[src/rtl/multiplier.sv]
// Combinational 8x8 multiplier shared by multiplier_arbiter.
//   A, B : 8-bit operands
//   S    : 1 = operands are two's complement, 0 = unsigned
//   V    : 0 = one 8x8 product in Y[15:0]
//          1 = two independent 4x4 lane products, Y[15:8] = A[7:4]*B[7:4],
//              Y[7:0] = A[3:0]*B[3:0] (each lane signed/unsigned per S)
//   Y    : 16-bit result
module multiplier (
    input  logic [7:0]  A,
    input  logic [7:0]  B,
    input  logic        S,
    input  logic        V,
    output logic [15:0] Y
);

    logic [15:0] a_ext;
    logic [15:0] b_ext;
    logic [15:0] full_prod;
    logic [7:0]  a_hi;
    logic [7:0]  b_hi;
    logic [7:0]  a_lo;
    logic [7:0]  b_lo;
    logic [7:0]  hi_prod;
    logic [7:0]  lo_prod;

    // Extending to the result width lets a plain truncated product serve both signednesses.
    always_comb begin
        a_ext     = S ? {{8{A[7]}}, A} : {8'h00, A};
        b_ext     = S ? {{8{B[7]}}, B} : {8'h00, B};
        full_prod = a_ext * b_ext;
        a_hi      = S ? {{4{A[7]}}, A[7:4]} : {4'h0, A[7:4]};
        b_hi      = S ? {{4{B[7]}}, B[7:4]} : {4'h0, B[7:4]};
        a_lo      = S ? {{4{A[3]}}, A[3:0]} : {4'h0, A[3:0]};
        b_lo      = S ? {{4{B[3]}}, B[3:0]} : {4'h0, B[3:0]};
        hi_prod   = a_hi * b_hi;
        lo_prod   = a_lo * b_lo;
        Y         = V ? {hi_prod, lo_prod} : full_prod;
    end

endmodule

[src/rtl/multiplier_arbiter.sv]
// Round-robin arbiter sharing one multiplier among NUM_REQ requesters, with a
// registered response channel carrying the result and the requester index.
// Ports:
//   clk, rst_n            clock, asynchronous active-low reset
//   req_valid/req_ready   per-requester handshake (ready is combinational, one-hot or zero)
//   req_a/req_b           packed 8-bit operands, requester i in bits [8i+7:8i]
//   req_s/req_v           per-requester multiplier controls
//   rsp_valid/rsp_ready   response handshake
//   rsp_y/rsp_id          registered result and originating requester index
// Build option: define MULTIPLIER_ARBITER_INPUT_REG_EN to insert an operand
// register stage in front of the multiplier (2-cycle latency, same throughput).
module multiplier_arbiter #(
    parameter int unsigned NUM_REQ = 4,
    parameter int unsigned ID_W    = 2
) (
    input  logic                 clk,
    input  logic                 rst_n,
    input  logic [NUM_REQ-1:0]   req_valid,
    output logic [NUM_REQ-1:0]   req_ready,
    input  logic [NUM_REQ*8-1:0] req_a,
    input  logic [NUM_REQ*8-1:0] req_b,
    input  logic [NUM_REQ-1:0]   req_s,
    input  logic [NUM_REQ-1:0]   req_v,
    output logic                 rsp_valid,
    input  logic                 rsp_ready,
    output logic [15:0]          rsp_y,
    output logic [ID_W-1:0]      rsp_id
);

    localparam int unsigned OP_W  = 8;
    localparam int unsigned RES_W = 16;
    localparam int unsigned IDX_W = (NUM_REQ > 1) ? $clog2(NUM_REQ) : 1;
    localparam logic [IDX_W:0] NUM_REQ_W = (IDX_W+1)'(NUM_REQ);

    logic [IDX_W-1:0] rr_ptr;
    logic             rsp_free_c;
    logic             slot_free_c;
    logic             grant_c;
    logic             found_c;
    logic [IDX_W-1:0] grant_idx_c;
    logic [IDX_W:0]   scan_sum_c;
    logic [IDX_W-1:0] scan_idx_c;
    logic [IDX_W-1:0] sel_idx_c;
    logic [OP_W-1:0]  mux_a_c;
    logic [OP_W-1:0]  mux_b_c;
    logic             mux_s_c;
    logic             mux_v_c;
    logic [OP_W-1:0]  mul_a_c;
    logic [OP_W-1:0]  mul_b_c;
    logic             mul_s_c;
    logic             mul_v_c;
    logic [RES_W-1:0] mul_y_c;

    assign rsp_free_c = !rsp_valid || rsp_ready;

    // First valid requester at or above rr_ptr, wrapping; gated off while in reset.
    always_comb begin
        found_c     = 1'b0;
        grant_idx_c = '0;
        scan_sum_c  = '0;
        scan_idx_c  = '0;
        for (int unsigned k = 0; k < NUM_REQ; k++) begin
            scan_sum_c = {1'b0, rr_ptr} + (IDX_W+1)'(k);
            if (scan_sum_c >= NUM_REQ_W) begin
                scan_sum_c = scan_sum_c - NUM_REQ_W;
            end
            scan_idx_c = scan_sum_c[IDX_W-1:0];
            if (!found_c && req_valid[scan_idx_c]) begin
                found_c     = 1'b1;
                grant_idx_c = scan_idx_c;
            end
        end
        grant_c = found_c && slot_free_c && rst_n;
    end

    // One-hot ready for the granted requester.
    always_comb begin
        req_ready = '0;
        if (grant_c) begin
            req_ready[grant_idx_c] = 1'b1;
        end
    end

    // Operand select for the requester addressed by sel_idx_c.
    always_comb begin
        mux_a_c = '0;
        mux_b_c = '0;
        mux_s_c = 1'b0;
        mux_v_c = 1'b0;
        for (int unsigned i = 0; i < NUM_REQ; i++) begin
            if (sel_idx_c == IDX_W'(i)) begin
                mux_a_c = req_a[i*OP_W +: OP_W];
                mux_b_c = req_b[i*OP_W +: OP_W];
                mux_s_c = req_s[i];
                mux_v_c = req_v[i];
            end
        end
    end

    // Round-robin pointer advances past each granted index.
    always_ff @(posedge clk or negedge rst_n) begin
        if (!rst_n) begin
            rr_ptr <= '0;
        end else if (grant_c) begin
            if (grant_idx_c == IDX_W'(NUM_REQ-1)) begin
                rr_ptr <= '0;
            end else begin
                rr_ptr <= grant_idx_c + IDX_W'(1);
            end
        end
    end

`ifdef MULTIPLIER_ARBITER_INPUT_REG_EN
    logic             op_valid;
    logic [OP_W-1:0]  op_a;
    logic [OP_W-1:0]  op_b;
    logic             op_s;
    logic             op_v;
    logic [ID_W-1:0]  op_id;

    // The operand stage may accept whenever it is empty or moving on.
    assign slot_free_c = !op_valid || rsp_free_c;
    assign sel_idx_c   = grant_idx_c;

    assign mul_a_c = op_a;
    assign mul_b_c = op_b;
    assign mul_s_c = op_s;
    assign mul_v_c = op_v;

    // Operand register; holds its last payload when idle so the multiplier input is quiet.
    always_ff @(posedge clk or negedge rst_n) begin
        if (!rst_n) begin
            op_valid <= 1'b0;
            op_a     <= '0;
            op_b     <= '0;
            op_s     <= 1'b0;
            op_v     <= 1'b0;
            op_id    <= '0;
        end else if (grant_c) begin
            op_valid <= 1'b1;
            op_a     <= mux_a_c;
            op_b     <= mux_b_c;
            op_s     <= mux_s_c;
            op_v     <= mux_v_c;
            op_id    <= ID_W'(grant_idx_c);
        end else if (rsp_free_c) begin
            op_valid <= 1'b0;
        end
    end

    // Response register loads from the operand stage whenever the slot frees up.
    always_ff @(posedge clk or negedge rst_n) begin
        if (!rst_n) begin
            rsp_valid <= 1'b0;
            rsp_y     <= '0;
            rsp_id    <= '0;
        end else if (rsp_free_c) begin
            rsp_valid <= op_valid;
            if (op_valid) begin
                rsp_y  <= mul_y_c;
                rsp_id <= op_id;
            end
        end
    end
`else
    logic [IDX_W-1:0] last_idx;

    assign slot_free_c = rsp_free_c;
    // Keep the multiplier on the last granted requester when nothing is granted.
    assign sel_idx_c   = grant_c ? grant_idx_c : last_idx;

    assign mul_a_c = mux_a_c;
    assign mul_b_c = mux_b_c;
    assign mul_s_c = mux_s_c;
    assign mul_v_c = mux_v_c;

    always_ff @(posedge clk or negedge rst_n) begin
        if (!rst_n) begin
            last_idx <= '0;
        end else if (grant_c) begin
            last_idx <= grant_idx_c;
        end
    end

    // Response register: load on grant, drain on accept, otherwise hold.
    always_ff @(posedge clk or negedge rst_n) begin
        if (!rst_n) begin
            rsp_valid <= 1'b0;
            rsp_y     <= '0;
            rsp_id    <= '0;
        end else if (grant_c) begin
            rsp_valid <= 1'b1;
            rsp_y     <= mul_y_c;
            rsp_id    <= ID_W'(grant_idx_c);
        end else if (rsp_ready) begin
            rsp_valid <= 1'b0;
        end
    end
`endif

    multiplier u_multiplier (
        .A (mul_a_c),
        .B (mul_b_c),
        .S (mul_s_c),
        .V (mul_v_c),
        .Y (mul_y_c)
    );

endmodule

[config.mk]
export PLATFORM = sky130hd
export DESIGN_NAME = multiplier_arbiter
export DESIGN_NICKNAME = d
export VERILOG_FILES = /design/src/rtl/multiplier.sv /design/src/rtl/multiplier_arbiter.sv
export SDC_FILE = /design/constraint.sdc
export NUM_CORES = 1
export LEC_CHECK = 0
export CAP_MARGIN = 20
export CORE_UTILIZATION = 50
export CTS_CLUSTER_DIAMETER = 100
export CTS_CLUSTER_SIZE = 28
export DETAILED_ROUTE_END_ITERATION = 7
export GPL_TIMING_DRIVEN = 0
export HOLD_SLACK_MARGIN = 0.05
export PLACE_DENSITY_LB_ADDON = 0.08
export SLEW_MARGIN = 20
export SYNTH_ARGS = -nofsm -noshare
export SYNTH_HDL_FRONTEND = slang
export SYNTH_SLANG_ARGS = --single-unit
export TNS_END_PERCENT = 10
[constraint.sdc]
create_clock -name clk -period 13.45 [get_ports clk]
set_input_delay 1.345 -clock clk [delete_from_list [all_inputs] [get_ports clk]]
set_output_delay 1.345 -clock clk [all_outputs]
set_load 0.02 [all_outputs]
==> Word level (Yosys, flattened, before mapping) <==
Index checks and enable logic that the tools add are counted.
{ "totals": {"ff_bits": 23, "input_bits": 79, "output_inout_bits": 23, "word_cells": 93} }
{ "classes": {"addsub": 8, "multipliers": 3, "order_cmp": 10, "eq_ne": 4, "muxes": 50, "reduce_logical": 13} }
{ "ops": {"columns": ["op", "n"], "rows": [
  ["$mux W8", 12],
  ["$mux W16", 3],
  ["$mux W2", 10],
  ["$mux W1", 19],
  ["$mul A16 B16 Y16", 1],
  ["$mul A8 B8 Y8", 2],
  ["$lt A2 B3 Y1 const B", 5],
  ["$ge A3 B3 Y1 const B", 3],
  ["$bmux W1 S2", 4],
  ["$sub A2 B1 Y2 const B", 4],
  ["$add A2 B2 Y3 const B", 2],
  ["$eq A2 B2 Y1 const B", 3],
  ["$logic_and A1 B1 Y1", 6],
  ["$logic_not A1 Y1", 4],
  ["$mux W4", 1],
  ["$add A2 B1 Y3 const B", 1],
  ["$ge A2 B3 Y1 const B", 1],
  ["$add A2 B1 Y2 const B", 1],
  ["$demux W1 S2", 1],
  ["$eq A2 B1 Y1 const B", 1],
  ["$ge A2 B1 Y1 const B", 1],
  ["$logic_not A2 Y1", 1],
  ["$reduce_bool A2 Y1", 1],
  ["$logic_or A1 B1 Y1", 1]
]} }

==> Logic depth before layout (Yosys ltp) <==
Gate-level depths: netlist of run 1.
{ "depth": {"depth_word": 25, "mapped_depth": 32, "mapped_depth_nobuf": 28} }

==> Hierarchy <==
A second synthesis of run 1 with hierarchy kept.
{ "hier_totals": {"hier_cells": 798, "hier_area_um2": 7014.2} }
{ "by_module_without_submodules": {"columns": ["module", "n_inst", "cells_each", "area_each_um2", "seq_area_each_um2"], "rows": [
  ["multiplier", 1, 609, 5241.3, 0.0],
  ["multiplier_arbiter", 1, 189, 1773.0, 575.6]
]} }

==> Worst setup path before layout of run 1 <==
No wires, ideal clock.
{ "synth_timing": {"path_type": "input -> register", "start": "in req_valid[3]", "end": "reg rsp_y[15]", "setup_time_ps": 132, "arrival_ps": 8457, "required_time_ps": 13318, "path_slack_ps": 4861, "cell_stages": 28, "n_path_buf": 3, "cell_sequence": "nor4_2 nor3_1 a41oi_2 buf_4 buf_4 buf_2 mux2_2 o21ai_2 nand2b_1 inv_1 fa_1 inv_1 fa_1 fa_1 inv_1 fa_1 inv_1 fa_1 fa_1 xor2_1 xnor2_1 xnor2_1 xnor2_1 xnor2_1 xnor2_2 xnor3_1 nand4_1 or3b_1"} }
{ "synth_via": {"elab_chain_len": 23, "elab_cells_between_ends": 52, "cone_classes": "mul: 2; eq/ne: 3; mux: 38; reduce/logical: 9"} }
{ "synth_rtl": {"columns": ["element", "line", "source"], "rows": [
  ["start, declared", "multiplier_arbiter.sv:18", "input logic [NUM_REQ-1:0] req_valid,"],
  ["$bmux W1 S2", "multiplier_arbiter.sv:68", "if (!found_c && req_valid[scan_idx_c]) begin"],
  ["$mux W1 (not written as such)", "multiplier_arbiter.sv:68", null],
  ["$mux W1", "multiplier_arbiter.sv:68", null],
  ["$logic_not A1 Y1", "multiplier_arbiter.sv:68", null],
  ["$logic_and A1 B1 Y1", "multiplier_arbiter.sv:68", null],
  ["$mux W1", "multiplier_arbiter.sv:68", null],
  ["$logic_not A1 Y1", "multiplier_arbiter.sv:68", null],
  ["$logic_and A1 B1 Y1", "multiplier_arbiter.sv:68", null],
  ["[... 3 more ...]", null, null],
  ["$mux W1", "multiplier_arbiter.sv:68", null],
  ["$logic_and A1 B1 Y1 (2 in series)", "multiplier_arbiter.sv:73", "grant_c = found_c && slot_free_c && rst_n;"],
  ["$mux W2", null, null],
  ["$logic_not A2 Y1", "multiplier_arbiter.sv:91", "if (sel_idx_c == IDX_W'(i)) begin"],
  ["$mux W8 / $mux W1 (equally long branches) (4 in series)", "multiplier_arbiter.sv:91", null],
  ["$mux W16 (tied with other cells)", "multiplier.sv:28", "a_ext = S ? {{8{A[7]}}, A} : {8'h00, A};"],
  ["$mul A16 B16 Y16 / $mul A8 B8 Y8 (equally long branches)", "multiplier.sv:30, multiplier.sv:35", null],
  ["$mux W16", "multiplier.sv:37", "Y = V ? {hi_prod, lo_prod} : full_prod;"],
  ["end signal, assigned", "multiplier_arbiter.sv:193", "rsp_y <= mul_y_c;"],
  ["end, declared", "multiplier_arbiter.sv:26", "output logic [15:0] rsp_y,"]
]} }
Several ways; a longest one is shown, not always the timed one. The select of a mux whose other input is x is not followed.
A chain may end at the register's enable or synchronous reset.

==> Worst setup path in the final report of run 1 <==
{ "layout_timing": {"start": "in req_valid[3]", "end": "reg rsp_y[15]"} }
{ "layout_via": {"elab_chain_len": 23, "elab_cells_between_ends": 52, "cone_classes": "mul: 2; eq/ne: 3; mux: 38; reduce/logical: 9"} }
{ "layout_rtl": {"columns": ["element", "line", "source"], "rows": [
  ["$bmux W1 S2", "multiplier_arbiter.sv:68", null],
  ["$mux W1 (not written as such)", "multiplier_arbiter.sv:68", null],
  ["$mux W1", "multiplier_arbiter.sv:68", null],
  ["$logic_not A1 Y1", "multiplier_arbiter.sv:68", null],
  ["$logic_and A1 B1 Y1", "multiplier_arbiter.sv:68", null],
  ["$mux W1", "multiplier_arbiter.sv:68", null],
  ["$logic_not A1 Y1", "multiplier_arbiter.sv:68", null],
  ["$logic_and A1 B1 Y1", "multiplier_arbiter.sv:68", null],
  ["[... 4 more ...]", null, null],
  ["$logic_and A1 B1 Y1 (2 in series)", "multiplier_arbiter.sv:73", null],
  ["$mux W2 *", null, null],
  ["via sel_idx_c[1]", "multiplier_arbiter.sv:43", "logic [IDX_W-1:0] sel_idx_c;"],
  ["$logic_not A2 Y1", "multiplier_arbiter.sv:91", null],
  ["$mux W8 / $mux W1 (equally long branches) (4 in series)", "multiplier_arbiter.sv:91", null],
  ["$mux W16 (tied with other cells)", "multiplier.sv:28", null],
  ["$mul A16 B16 Y16 / $mul A8 B8 Y8 (equally long branches)", "multiplier.sv:30, multiplier.sv:35", null],
  ["$mux W16 *", "multiplier.sv:37", null]
]} }
The timed path passes the listed nets; every way through them passes the cells marked *. The select of a mux whose other input is x is not followed.

==> impl_metrics.toml, run 1 <==
[cts]
cts_setup_buffers = 0
worstSkewPairLatency_ps = 260
cts_hold_buf = 0
cts_tree = "yes"
ctsResizeCount = 0
path_clk_slew_ps = 60
clock_path_buffers = 2
h-tree-depth = 1
cts_made_buffers = 3
numClockSinks = 23
cts-root-buf = "clkbuf_16"

[die]
die-height_um = 119
initial_core_util_pct = 51.3
coreArea_um2 = 13300
fp-row-count = 42
ios = 102
die_w_um = 119
dieArea_um2 = 14100

[critical_path]
crit_path_max_incr_delay_ps = 660
slowest_stage = "a21oi_1"
criticalPathCategory = "in -> reg"
critPathCaptureType = "flop"
timing.critical_path.buf_inv = 8
critPathLaunchType = "input port"
cp.required_ps = 13590
cp_max_fo = 10
crit_top_cell = "fa_1"
cp.arrival_ps = 10150
path_delay_family = "adder cells"

[timing]
period_minus_slack_ps = 10010
tightest_slew_ps = 837
rsz0062_at_grt = "false"
fin_skew_ps = 1.71
worst_slack_ps = 3440
hold_viol_final = 0
timing.setup.tns_ps = 0
post-route-period-util_pct = 74.4
clock.fmax_mhz = 99.9
relSlewSlack_pct = 43.9
setup_viol = 0
maxSlewViolCount = 0

[synthesis]
yosysUniqueCellTypes = 54
synth_edf_count = 0
synth-seq-cells = 23
syn_inst = 761
synth_fp_nets = 1022
post_synth.cell_area_avg_um2 = 8.96
synth.cell_area_um2 = 6820
synthArstFlopShare_pct = 100
ys_seq_area_share_pct = 8.44
synth_ff_type = "dfrtp_1"
yosys_warnings = 0

[place]
dp_hpwl_um = 14200
port_buffers = 101
gp_congestion = 0.874
placed_cell_area_um2 = 8050
post-place-ws_ps = 2280
dp_cells = 1038

[detailed_routing]
ant_nets = 0
totalWireLength_um = 16200
dr.pass1.iters = 4
wl_met3_um = 828
num_vias = 5304
met1_length_um = 7490
drtIter0Drc = 240
wl_met2_um = 7590
drc_errors = 0
top_layer_used = "met4"
vias_per_cell = 5.09
wire_per_inst_um = 15.5

[layout]
design_area_um2 = 8120
multiInputGateArea_um2 = 5470
register_area_um2 = 576
drive_gt1_share_pct = 5.54
num_antenna_cells = 0
layout_commonest_cell = "inv_1"
layout_common_cells = "inv_1, clkdlybuf4s50_1, fa_1, ha_1, nor2_1"
n_fill_cell = 1175
nets = 1128
final_cells = 1042
syn_to_final_growth_pct = 19.1

[job]
drv_cap = 0

[global_route]
grt_usage_pct = 24.9
antenna_found_initial = 0
grt_pass1_wl_um = 27700
grt_pass1_vias = 5604
grt_max_degree = 25
overflow = 0

[min_path]
hold_class = "reg -> reg"

[run_status]
status = "finished clean"
through the flow:
stage | utilization [%] | hold slack, ps
after floorplan | - | 550
final | 61.1 | 477
after CTS | 61.1 | 489
after global placement | 60.5 | 462
after detailed placement | 60.5 | 476
after global routing | 61.1 | 515
flip-flops by register name (all words and copies together), names as in the netlist, named ones only:
register and count:
rsp_y 16, last_idx 2, rsp_id 2, rr_ptr 1
rsp_valid 1
per-layer routing:
layer	vias to the layer above	global-route usage, %
met5	-	0
met4	0	5.62
met1	2521	34.1
li1	2596	-
met2	166	42.6
met3	21	2.17
cell usage after synthesis, drive strengths merged, types with 2 or more instances:
cell,n,area share (%)
and2,12,1.1
buf,7,0.81
and3,5,0.46
inv,176,9.7
dfrtp,23,8.4
o21bai,8,0.88
xnor2,44,5.8
mux4,7,2.4
o21ai,21,1.6
a21o,8,0.88
ha,91,17
nand2,39,2.3
a2111oi,3,0.39
nor2,62,3.7
xor2,14,1.8
clkbuf,14,0.79
a31oi,2,0.18
a21oi,27,2.0
mux2i,29,4.3
fa,91,27
o31ai,6,0.86
o22a,2,0.26
mux2,14,2.4
or2,6,0.55
nor2b,17,1.6
nor3,8,0.59
nand2b,11,1.0
tightest hold or removal path, stage by stage, from the launching register on:
cell and delay [ps]:
dfrtp_1 340, nand2_1 40, o21ai_0 60
worst paths after layout:
| check | from | to | slack, ps | cells after the start |
|---|---|---|---|---|
| min in group asynchronous | rst_n | rsp_y[2] | 1050 | 1 |
| worst max-delay path | req_valid[3] | rsp_y[15] | 3440 | 29 |
| worst min-delay path | rsp_y[10] | rsp_y[10] | 480 | 2 |
| worst max register to register | rsp_valid | rsp_y[15] | 4700 | 28 |
| worst min register to register | rsp_y[10] | rsp_y[10] | 480 | 2 |
| max in group asynchronous | rst_n | rsp_y[11] | 12050 | 1 |
cell type report:
cell class / instances / area share, %
Timing Repair Buffer: 101 / 12.4
Sequential cell: 23 / 7.09
Tap cell: 176 / 2.71
Buffer: 21 / 1.34
Clock buffer: 4 / 0.970
Inverter: 177 / 8.18
Multi-Input combinational cell: 540 / 67.3
logic make-up (layout without fill, tap and decap cells):
kind of cell	after synthesis	after routing	synth area share, %
buf+inv	198	303	11.3
fa+ha+maj	183	183	43.6
simple gates	164	164	11.7
compound gates	84	84	8.02
xor+xnor	59	59	7.89
mux	50	50	8.99
flops	23	23	8.44
Power of run 1 is not shown: default switching activity piles up to over one toggle a cycle in this logic, so the estimate is an artifact.
==> run 2: changes to the inputs <==
- clock period: 13.45 -> 9.4 ns (I/O delays scaled with it)
==> run 2 against run 1 <==
Net effect:
- utilization up 0.74 points
- non-clock buffer count up 5
- via count down 0.79%
- final area up 1.2%
- worst hold slack about the same
==> impl_metrics.toml, run 2 (same netlist as run 1, synthesis figures left out) <==
[detailed_routing]
totalWireLength_um = 16200
wire_per_inst_um = 15.5
drc_errors = 0
ant_nets = 0
drtIter0Drc = 265
vias_per_cell = 5.03
num_vias = 5262
dr.pass1.iters = 4

[place]
gp_congestion = 0.874
dp_hpwl_um = 14200
port_buffers = 101
placed_cell_area_um2 = 8050
post-place-ws_ps = -1360

[min_path]
hold_class = "reg -> reg"

[die]
fp-row-count = 42
initial_core_util_pct = 51.3
die_w_um = 119
dieArea_um2 = 14100
coreArea_um2 = 13300
die-height_um = 119
ios = 102

[global_route]
grt_pass1_vias = 5631
grt_usage_pct = 24.9
antenna_found_initial = 0
grt_max_degree = 25
grt_pass1_wl_um = 27700
overflow = 0

[timing]
worst_hold_slack_ps = 477
tightest_slew_ps = 799
rsz0062_at_grt = "false"
fin_skew_ps = 1.84
clock.fmax_mhz = 111
hold_viol_final = 0
setup_viol = 0
timing.setup.tns_ps = 0
post-route-period-util_pct = 95.9
maxSlewViolCount = 0
relSlewSlack_pct = 46.5
period_minus_slack_ps = 9010
worst_slack_ps = 389

[cts]
worstSkewPairLatency_ps = 260
cts_made_buffers = 3
h-tree-depth = 1
numClockSinks = 23
path_clk_slew_ps = 60
cts-root-buf = "clkbuf_16"
cts_hold_buf = 0
clock_path_buffers = 2
cts_tree = "yes"

[critical_path]
criticalPathCategory = "in -> reg"
crit_path_max_incr_delay_ps = 560
cp.arrival_ps = 9150
critPathCaptureType = "flop"
crit_top_cell = "fa_1"
critPathLaunchType = "input port"
slowest_stage = "fa_1"
cp.required_ps = 9540
cp_max_fo = 10

[layout]
num_antenna_cells = 0
drive_gt1_share_pct = 6.89
layout_commonest_cell = "inv_1"
largest_reg_flops = 16
top_register = "rsp_y"
syn_to_final_growth_pct = 20.6
nets = 1133
layout_common_cells = "inv_1, clkdlybuf4s50_1, fa_1, ha_1, nor2_1"
top_regs = "rsp_y x16, last_idx x2, rsp_id x2"
design_area_um2 = 8220

[run_status]
status = "finished clean"

[job]
drv_cap = 0
## run 2: area by class of cell
class	instances	area, µm²
Multi-Input combinational cell	540	5520
Fill cell	1172	5070
Timing Repair Buffer	107	1050
Inverter	177	664
Sequential cell	23	576
Tap cell	176	220
Buffer	20	110
Clock buffer	4	78.8
## run 2: critical path: cells and delay by family
kind                     cells  cell delay (ps)
adder cells (fa/ha/maj)      6             3030
buffers and inverters        8             1550
XOR/XNOR                     7             1440
AND/OR/NAND/NOR              5             1240
AO/OA/AOI/OAI                2              550
multiplexers                 1              380
## run 2: path summary, 6_finish.rpt
kind	startpoint	to	slack, ps	cells past startpoint
setup reg to reg	rsp_valid	rsp_y[15]	1280	29
max in group asynchronous	rst_n	rsp_y[11]	8560	1
min in group asynchronous	rst_n	rsp_y[2]	600	1
hold reg to reg	rsp_y[10]	rsp_y[10]	480	2
setup / recovery	req_valid[0]	rsp_y[15]	390	29
hold / removal	rsp_y[10]	rsp_y[10]	480	2
## run 2: per-stage QoR
| stage | util (%) | std cells |
|---|---|---|
| after floorplan | - | 761 |
| after CTS | 61.2 | 1042 |
| final | 61.8 | 1047 |
| after global routing | 61.8 | 1047 |
| after global placement | 60.5 | 1038 |
| after detailed placement | 60.5 | 1038 |
## run 2: per-layer routing
metal,track usage (%),vias to the layer above,share of wire (%)
met2,42.6,153,48
met1,33.9,2484,46
met3,2.32,19,4.7
met4,5.85,0,1.5
li1,-,2606,-
met5,0,-,0
## run 2: what timing repair did
action / CTS / global route
endpoints found under the setup margin: 5 / 2
pin swaps: 0 / 4
gates resized for setup: 8 / 10
buffers inserted: 0 / 6
Power of run 2 is left out for the same reason.
